[src/rtl/edge_detect_multi.sv]
`default_nettype none
// ============================================================================
// Module   : edge_detect_multi
// Purpose  : Per-channel synchronise, glitch-filter and edge-detect with
//            one-cycle event strobes and sticky flags.
// Revision : 1.0
// ============================================================================
module edge_detect_multi #(
    parameter int N_CH        = 4,
    parameter int SYNC_STAGES = 2,
    parameter int FILT_W      = 4
) (
    input  logic                 clk,
    input  logic                 rst_n,
    input  logic [N_CH-1:0]      a,
    input  logic [2*N_CH-1:0]    mode,
    input  logic [FILT_W-1:0]    filt_len,
    input  logic [N_CH-1:0]      clr,
    output logic [N_CH-1:0]      pulse,
    output logic [N_CH-1:0]      stat,
    output logic [N_CH-1:0]      lvl,
    output logic                 any_evt
);

    logic [N_CH-1:0] w_pulse;

    generate
        for (genvar i = 0; i < N_CH; i++) begin : g_ch
            logic [SYNC_STAGES-1:0] r_sync;
            logic [FILT_W-1:0]      r_cnt;
            logic                   r_lvl;
            logic                   r_pulse;
            logic                   r_stat;
            logic                   w_s;
            logic                   w_diff;
            logic                   w_accept;
            logic                   w_evt;

            assign w_s    = r_sync[SYNC_STAGES-1];
            assign w_diff = w_s ^ r_lvl;
            // ">=" rather than "==" so a shortened filter length mid-count
            // still commits on the next edge instead of wrapping the counter.
            assign w_accept = w_diff && (r_cnt >= filt_len);
            assign w_evt    = w_accept &&
                              ((w_s && mode[2*i]) || (!w_s && mode[2*i+1]));

            always_ff @(posedge clk or negedge rst_n) begin
                if (!rst_n) begin
                    r_sync  <= '0;
                    r_cnt   <= '0;
                    r_lvl   <= 1'b0;
                    r_pulse <= 1'b0;
                    r_stat  <= 1'b0;
                end else begin
                    r_sync <= {r_sync[SYNC_STAGES-2:0], a[i]};
                    if (!w_diff || w_accept) begin
                        r_cnt <= '0;
                    end else begin
                        r_cnt <= r_cnt + 1'b1;
                    end
                    if (w_accept) begin
                        r_lvl <= w_s;
                    end
                    r_pulse <= w_evt;
                    // A set in the same cycle as a clear wins.
                    r_stat  <= w_evt | (r_stat & ~clr[i]);
                end
            end

            assign w_pulse[i] = r_pulse;
            assign stat[i]    = r_stat;
            assign lvl[i]     = r_lvl;
        end
    endgenerate

    assign pulse   = w_pulse;
    assign any_evt = |w_pulse;

endmodule
`default_nettype wire

[config.mk]
export PLATFORM = sky130hd
export DESIGN_NAME = edge_detect_multi
export DESIGN_NICKNAME = d
export VERILOG_FILES = /design/src/rtl/edge_detect_multi.sv
export SDC_FILE = /design/constraint.sdc
export NUM_CORES = 1
export LEC_CHECK = 0
export CAP_MARGIN = 20
export CORE_ASPECT_RATIO = 0.5
export CORE_MARGIN = 1
export CORE_UTILIZATION = 30
export CTS_CLUSTER_DIAMETER = 200
export DETAILED_ROUTE_END_ITERATION = 8
export PLACE_DENSITY = 0.54
export RECOVER_POWER = 50
export SLEW_MARGIN = 20
export SYNTH_ARGS = -nofsm -noshare
export SYNTH_HDL_FRONTEND = slang
export SYNTH_SLANG_ARGS = --single-unit
[constraint.sdc]
create_clock -name clk -period 4.4 [get_ports clk]
set_clock_uncertainty 0.1 [all_clocks]
set_input_delay 0.88 -clock clk [delete_from_list [all_inputs] [get_ports clk]]
set_output_delay 0.88 -clock clk [all_outputs]
set_load 0.02 [all_outputs]
==> results of run 1 <==
[per-layer routing]
layer	routed length [um]	vias up	track usage, %	part of all wire (%)
met3	137	5	3.24	4.2
li1	-	610	-	-
met4	70	0	6.68	2.2
met1	1690	573	15.0	52
met5	0	-	0	0
met2	1330	21	15.7	41
[flip-flops by register name (all words and copies together) (netlist names)]
register      cells
g_ch.r_lvl        4
g_ch.r_cnt       16
g_ch.r_stat       4
g_ch.r_pulse      4
g_ch.r_sync       8
[per-stage QoR]
stage	power [mW]	hold WS, ps
final	1.21	245
after floorplan	0.789	231
after CTS	1.23	247
after global placement	0.889	233
after detailed placement	0.895	236
after global routing	1.30	253
[where the power goes]
group	leakage [nW]	switching [mW]	internal, mW
Combinational	0.565	0.199	0.223
Clock	0.0667	0.120	0.205
Sequential	0.469	0.0686	0.397
[cells in the mapped netlist]
master	n
buf_4	12
dfrtp_1	36
a31oi_1	4
xnor2_1	4
a2111oi_4	4
nand3_1	4
nand2b_4	4
nor2_1	24
or2_2	4
nand2_1	4
ha_1	20
o22ai_1	4
and3_1	4
o21ai_0	10
inv_1	15
o21a_1	4
o21ai_1	2
xor2_1	8
or4_1	1
[kinds of logic after synthesis]
kind of cell / count (synthesis) / synth area share [%]
XOR/XNOR: 12 / 5.56
AND/OR/NAND/NOR: 45 / 12.6
flip-flops: 36 / 47.7
AO/OA/AOI/OAI: 28 / 13.2
adder cells (fa/ha/maj): 20 / 13.2
buffers and inverters: 27 / 7.74
[cell type report]
type	instances	share of cell area (%)
clock inverters	1	0.210
multi-input cells	105	35.5
clock buffers	6	5.42
inverters	15	2.37
well taps	88	4.63
repair buffers	34	14.0
flip-flops and latches	36	37.9
[path summary, 6_finish.rpt]
kind,slack [ps],depth (start not counted),to
worst min register to register,250,0,g_ch[3].r_sync[1]
min in group asynchronous,1030,1,g_ch[0].r_sync[1]
worst max register to register,2600,6,g_ch[1].r_cnt[1]
max in group asynchronous,2070,1,g_ch[3].r_cnt[2]
worst max-delay path,1730,2,any_evt
worst min-delay path,250,0,g_ch[3].r_sync[1]
==> metrics, run 1 <==
pin count of the biggest net entering global routing=37; H-tree level count=2; # Post-CTS Setup Buffers=0; Worst setup startpoint=g_ch[1].r_pulse; Starting DRT DRC Count=31; worst r2r src=g_ch[1].r_cnt[0]; Setup TNS Final=0 ps; Layout Nets=about 240; Crit path max-delay family=buffers and inverters; post-synth cell types=19; clk sink count=36; worst min path class=reg -> reg; Final period util=approximately three fifths; register clock-pin slew on the reported worst setup and hold paths=about 50 ps; antenna viol nets, final=0; Routed WL=3230 um; leading cell types in the layout, fill and taps excluded=36 x dfrtp_1, 29 x clkdlybuf4s50_1, 24 x nor2_1, 20 x ha_1, 15 x inv_1; Yosys top cell area share=a little under half; worst setup path category=reg -> out; register area share after synthesis=approximately 48%; share of cells above drive strength 1=roughly 9%; worst skew pair latency=approximately 270 ps; routed len/inst=approximately 11 um; Worst Hold Launch=g_ch[3].r_sync[0]; Placer Congestion=~0.75; die width=approximately 110 um; worst path bufs/invs=1; most common cell after layout, fill and taps aside=dfrtp_1; DR vias=between 1000 and 1500; Finished Layout Cells=approximately 290; failing checks=max-capacitance violations, max-slew violations; TritonCTS clock tree=built; Arr. time, crit path=1690 ps; post-route cell area=approximately 2400 um2; fin crit period=between 2000 and 3000 ps; Yosys reg bits=36; hold buffer count at cts=0; Starting Density=between 30% and 40%; root buf cell=clkbuf_16; Critical Path End Type=output port; DRC violations left=0; crit-path cells=or4_1 > clkdlybuf4s50_1; post-DP HPWL=about 2500 um; dpl ws=~1600 ps; unrepaired setup endpoints after global routing=false; P_leak=approximately 1.1 nW; post-CTS resize count=0; Initial DRT Pass Iterations=4; Req. time, crit path=about 3400 ps; Post-Syn Area=1890 um2; crit-path max cell delay=about 550 ps; Synth Instances=roughly 170; initial antenna violation count=0; Multi-input gate area=~840 um2; cts bufs inserted=5; die area=6640 um2; final design utilization=about two fifths; placed cells=278; total core area=6080 um2; status=complete, but fails checks; # port buffers=34; worst slew pin tran=between 1500 and 2000 ps; Max-cap violations=1; GR Overflow Total=0; Critical Path Source Type=flop; Worst path slowest cell=clkdlybuf4s50_1; first-pass GRT wire length=around 5400 um; pwr dens=510 nW/um2; relative slew slack=-27.6%; ANT cells=0; drt via density=4.24; area leader, netlist=dfrtp_1; Max Fclk=between 0.3 and 0.4 GHz; fillcell total=578; FP Rows=20; Final Max Tran Viols=37; area grow syn2layout=25.8%; Clock Tree Buf Depth=2; worst setup margin=1730 ps; Mean Syn Cell Area=~11 um2; worst-path fanout max=2; top post-synthesis cells by area=dfrtp_1 48%, ha_1 13%, a2111oi_4 5.8%; Ys Warns=0; final setup fails=0; placed inst area=2250 um2; # IOs=35; syn nets=210; VDD IR max=~0.17 mV; register area=between 900 and 1000 um2; Final Hold Viols=0; Die Y=58.1 um; total track usage=11.1%; number of global-route vias before repair=approximately 1200
No activity file was read; power rests on OpenSTA's default activity.
==> run 2: changes to the inputs <==
Clock period 4.4 ns to 2.5 ns, I/O delays scaled along.
==> metrics, run 2 (synthesized netlist as in run 1, its figures left out) <==
placed cells=278 (unchanged); worst skew pair latency=270 ps (about the same); worst setup path category=reg -> out (unchanged); crit-path cells=or4_1 > clkdlybuf4s50_1 (unchanged); Arr. time, crit path=1690 ps (about the same); Power Total=2.14 mW (was 1.21 mW); pwr dens=900 nW/um2 (was 510 nW/um2); Max Fclk=between 0.4 and 0.5 GHz; Final Max Tran Viols=37 (unchanged); Setup TNS Final=0 ps (unchanged); root buf cell=clkbuf_16 (unchanged); leading registers by flop count=g_ch.r_cnt x16, g_ch.r_sync x8 (unchanged); Worst setup startpoint=g_ch[1].r_pulse (unchanged); # Post-CTS Setup Buffers=0 (unchanged); Net Sw Frac=32.1% (was 32.0%); status=complete, but fails checks (unchanged); Final Hold Viols=0 (unchanged); hold buffer count at cts=0 (unchanged); Flop pwr share=38.3% (was 38.4%); unrepaired setup endpoints after global routing=false (unchanged); P_leak=1.10 nW (unchanged); worst path bufs/invs=1 (unchanged); Routed WL=3260 um (was 3230 um); # IOs=35 (unchanged); placed inst area=2250 um2 (unchanged); Reg with most FFs=g_ch.r_cnt (unchanged); initial antenna violation count=0 (unchanged); cts bufs inserted=5 (unchanged); Initial DRT Pass Iterations=4 (unchanged); worst r2r src=g_ch[1].r_cnt[0] (unchanged); total core area=6080 um2 (unchanged); Critical Path Source Type=flop (unchanged); Clk pwr share=26.9% (was 26.8%); worst slew pin tran=1890 ps (was 1910 ps); first-pass GRT wire length=5460 um (was 5400 um); clk sink count=36 (unchanged); VDD IR max=0.297 mV (was 0.169 mV); antenna viol nets, final=0 (unchanged); share of cells above drive strength 1=9.14% (unchanged); TritonCTS clock tree=built (unchanged); Worst Hold Launch=g_ch[3].r_sync[0] (unchanged); Clock Tree Buf Depth=2 (unchanged); most common cell after layout, fill and taps aside=dfrtp_1 (unchanged); Layout Nets=239 (unchanged); pin count of the biggest net entering global routing=37 (unchanged); Max-cap violations=1 (unchanged); DR vias=1208 (was 1209); fin crit period=roughly 2300 ps; Logic pwr share=34.9% (was 34.8%); Starting Density=31.1% (unchanged); Crit path max-delay family=buffers and inverters (unchanged); number of global-route vias before repair=1171 (was 1163); worst min path class=reg -> reg (unchanged); post-DP HPWL=2460 um (was 2450 um); area grow syn2layout=25.8% (unchanged); max FFs per register=16 (unchanged); Die Y=58.1 um (unchanged); Int Power=1.45 mW (was 0.826 mW); reported net switching power=0.687 mW (was 0.388 mW); routed len/inst=11.5 um (was 11.3 um); ANT cells=0 (unchanged); post-CTS resize count=0 (unchanged); leading cell types in the layout, fill and taps excluded=36 x dfrtp_1, 29 x clkdlybuf4s50_1, 24 x nor2_1, 20 x ha_1, 15 x inv_1 (unchanged); Final period util=roughly nine tenths; post-route cell area=2380 um2 (unchanged); # port buffers=34 (unchanged); Starting DRT DRC Count=39 (was 31); total track usage=11.2% (was 11.1%); die width=114 um (unchanged); final setup fails=0 (unchanged); fillcell total=581 (was 578); dpl ws=69.9 ps (was 1570 ps); Req. time, crit path=1900 ps (was 3420 ps); H-tree level count=2 (unchanged); relative slew slack=-25.7% (was -27.6%); Placer Congestion=0.747 (was 0.748); worst setup margin=209 ps (was 1730 ps); register clock-pin slew on the reported worst setup and hold paths=50 ps (about the same); failing checks=max-capacitance violations, max-slew violations (unchanged); Finished Layout Cells=285 (unchanged); Critical Path End Type=output port (unchanged); worst-path fanout max=2 (unchanged); GR Overflow Total=0 (unchanged); crit-path max cell delay=550 ps (about the same); DRC violations left=0 (unchanged); drt via density=4.24 (about the same); FP Rows=20 (unchanged); die area=6640 um2 (unchanged); Worst path slowest cell=clkdlybuf4s50_1 (unchanged)
run 2: layout make-up:
class                   instances  area [um2]  share of cell area [%]
well taps                      88         110                    4.63
inverters                      15        56.3                    2.37
multi-input cells             105         843                    35.5
clock buffers                   6         129                    5.42
flip-flops and latches         36         901                    37.9
repair buffers                 34         334                    14.0
clock inverters                 1        5.00                   0.210
run 2: layer usage:
layer / wire length, um / share of wire (%) / track usage [%] / vias to the layer above
li1: - / - / - / 610
met1: 1710 / 53 / 14.9 / 572
met2: 1320 / 41 / 15.8 / 21
met3: 163 / 5.0 / 4.71 / 5
met4: 61 / 1.9 / 5.01 / 0
met5: 0 / 0 / 0 / -
run 2: per-stage QoR:
stage,utilization [%],hold WS [ps]
finish,39.1,246
global route,39.1,253
CTS,39.1,243
detailed placement,36.9,236
global placement,36.9,233
floorplan,-,104
run 2: worst paths after layout:
check,endpoint,slack (ps),depth (start not counted)
worst min-delay path,g_ch[3].r_sync[1],250,0
worst max-delay path,any_evt,210,2
worst max register to register,g_ch[1].r_cnt[1],700,6
min in group asynchronous,g_ch[0].r_lvl,640,1
worst min register to register,g_ch[3].r_sync[1],250,0
max in group asynchronous,g_ch[2].r_cnt[3],570,1
run 2: power groups by stage:
stage	Combinational (mW)	Clock, mW	Sequential, mW
2_1_floorplan	0.595	0	0.795
3_3_place_gp	0.735	0	0.830
3_5_place_dp	0.751	0	0.825
4_1_cts	0.758	0.595	0.817
5_1_grt	0.824	0.630	0.838
6_report	0.746	0.575	0.819
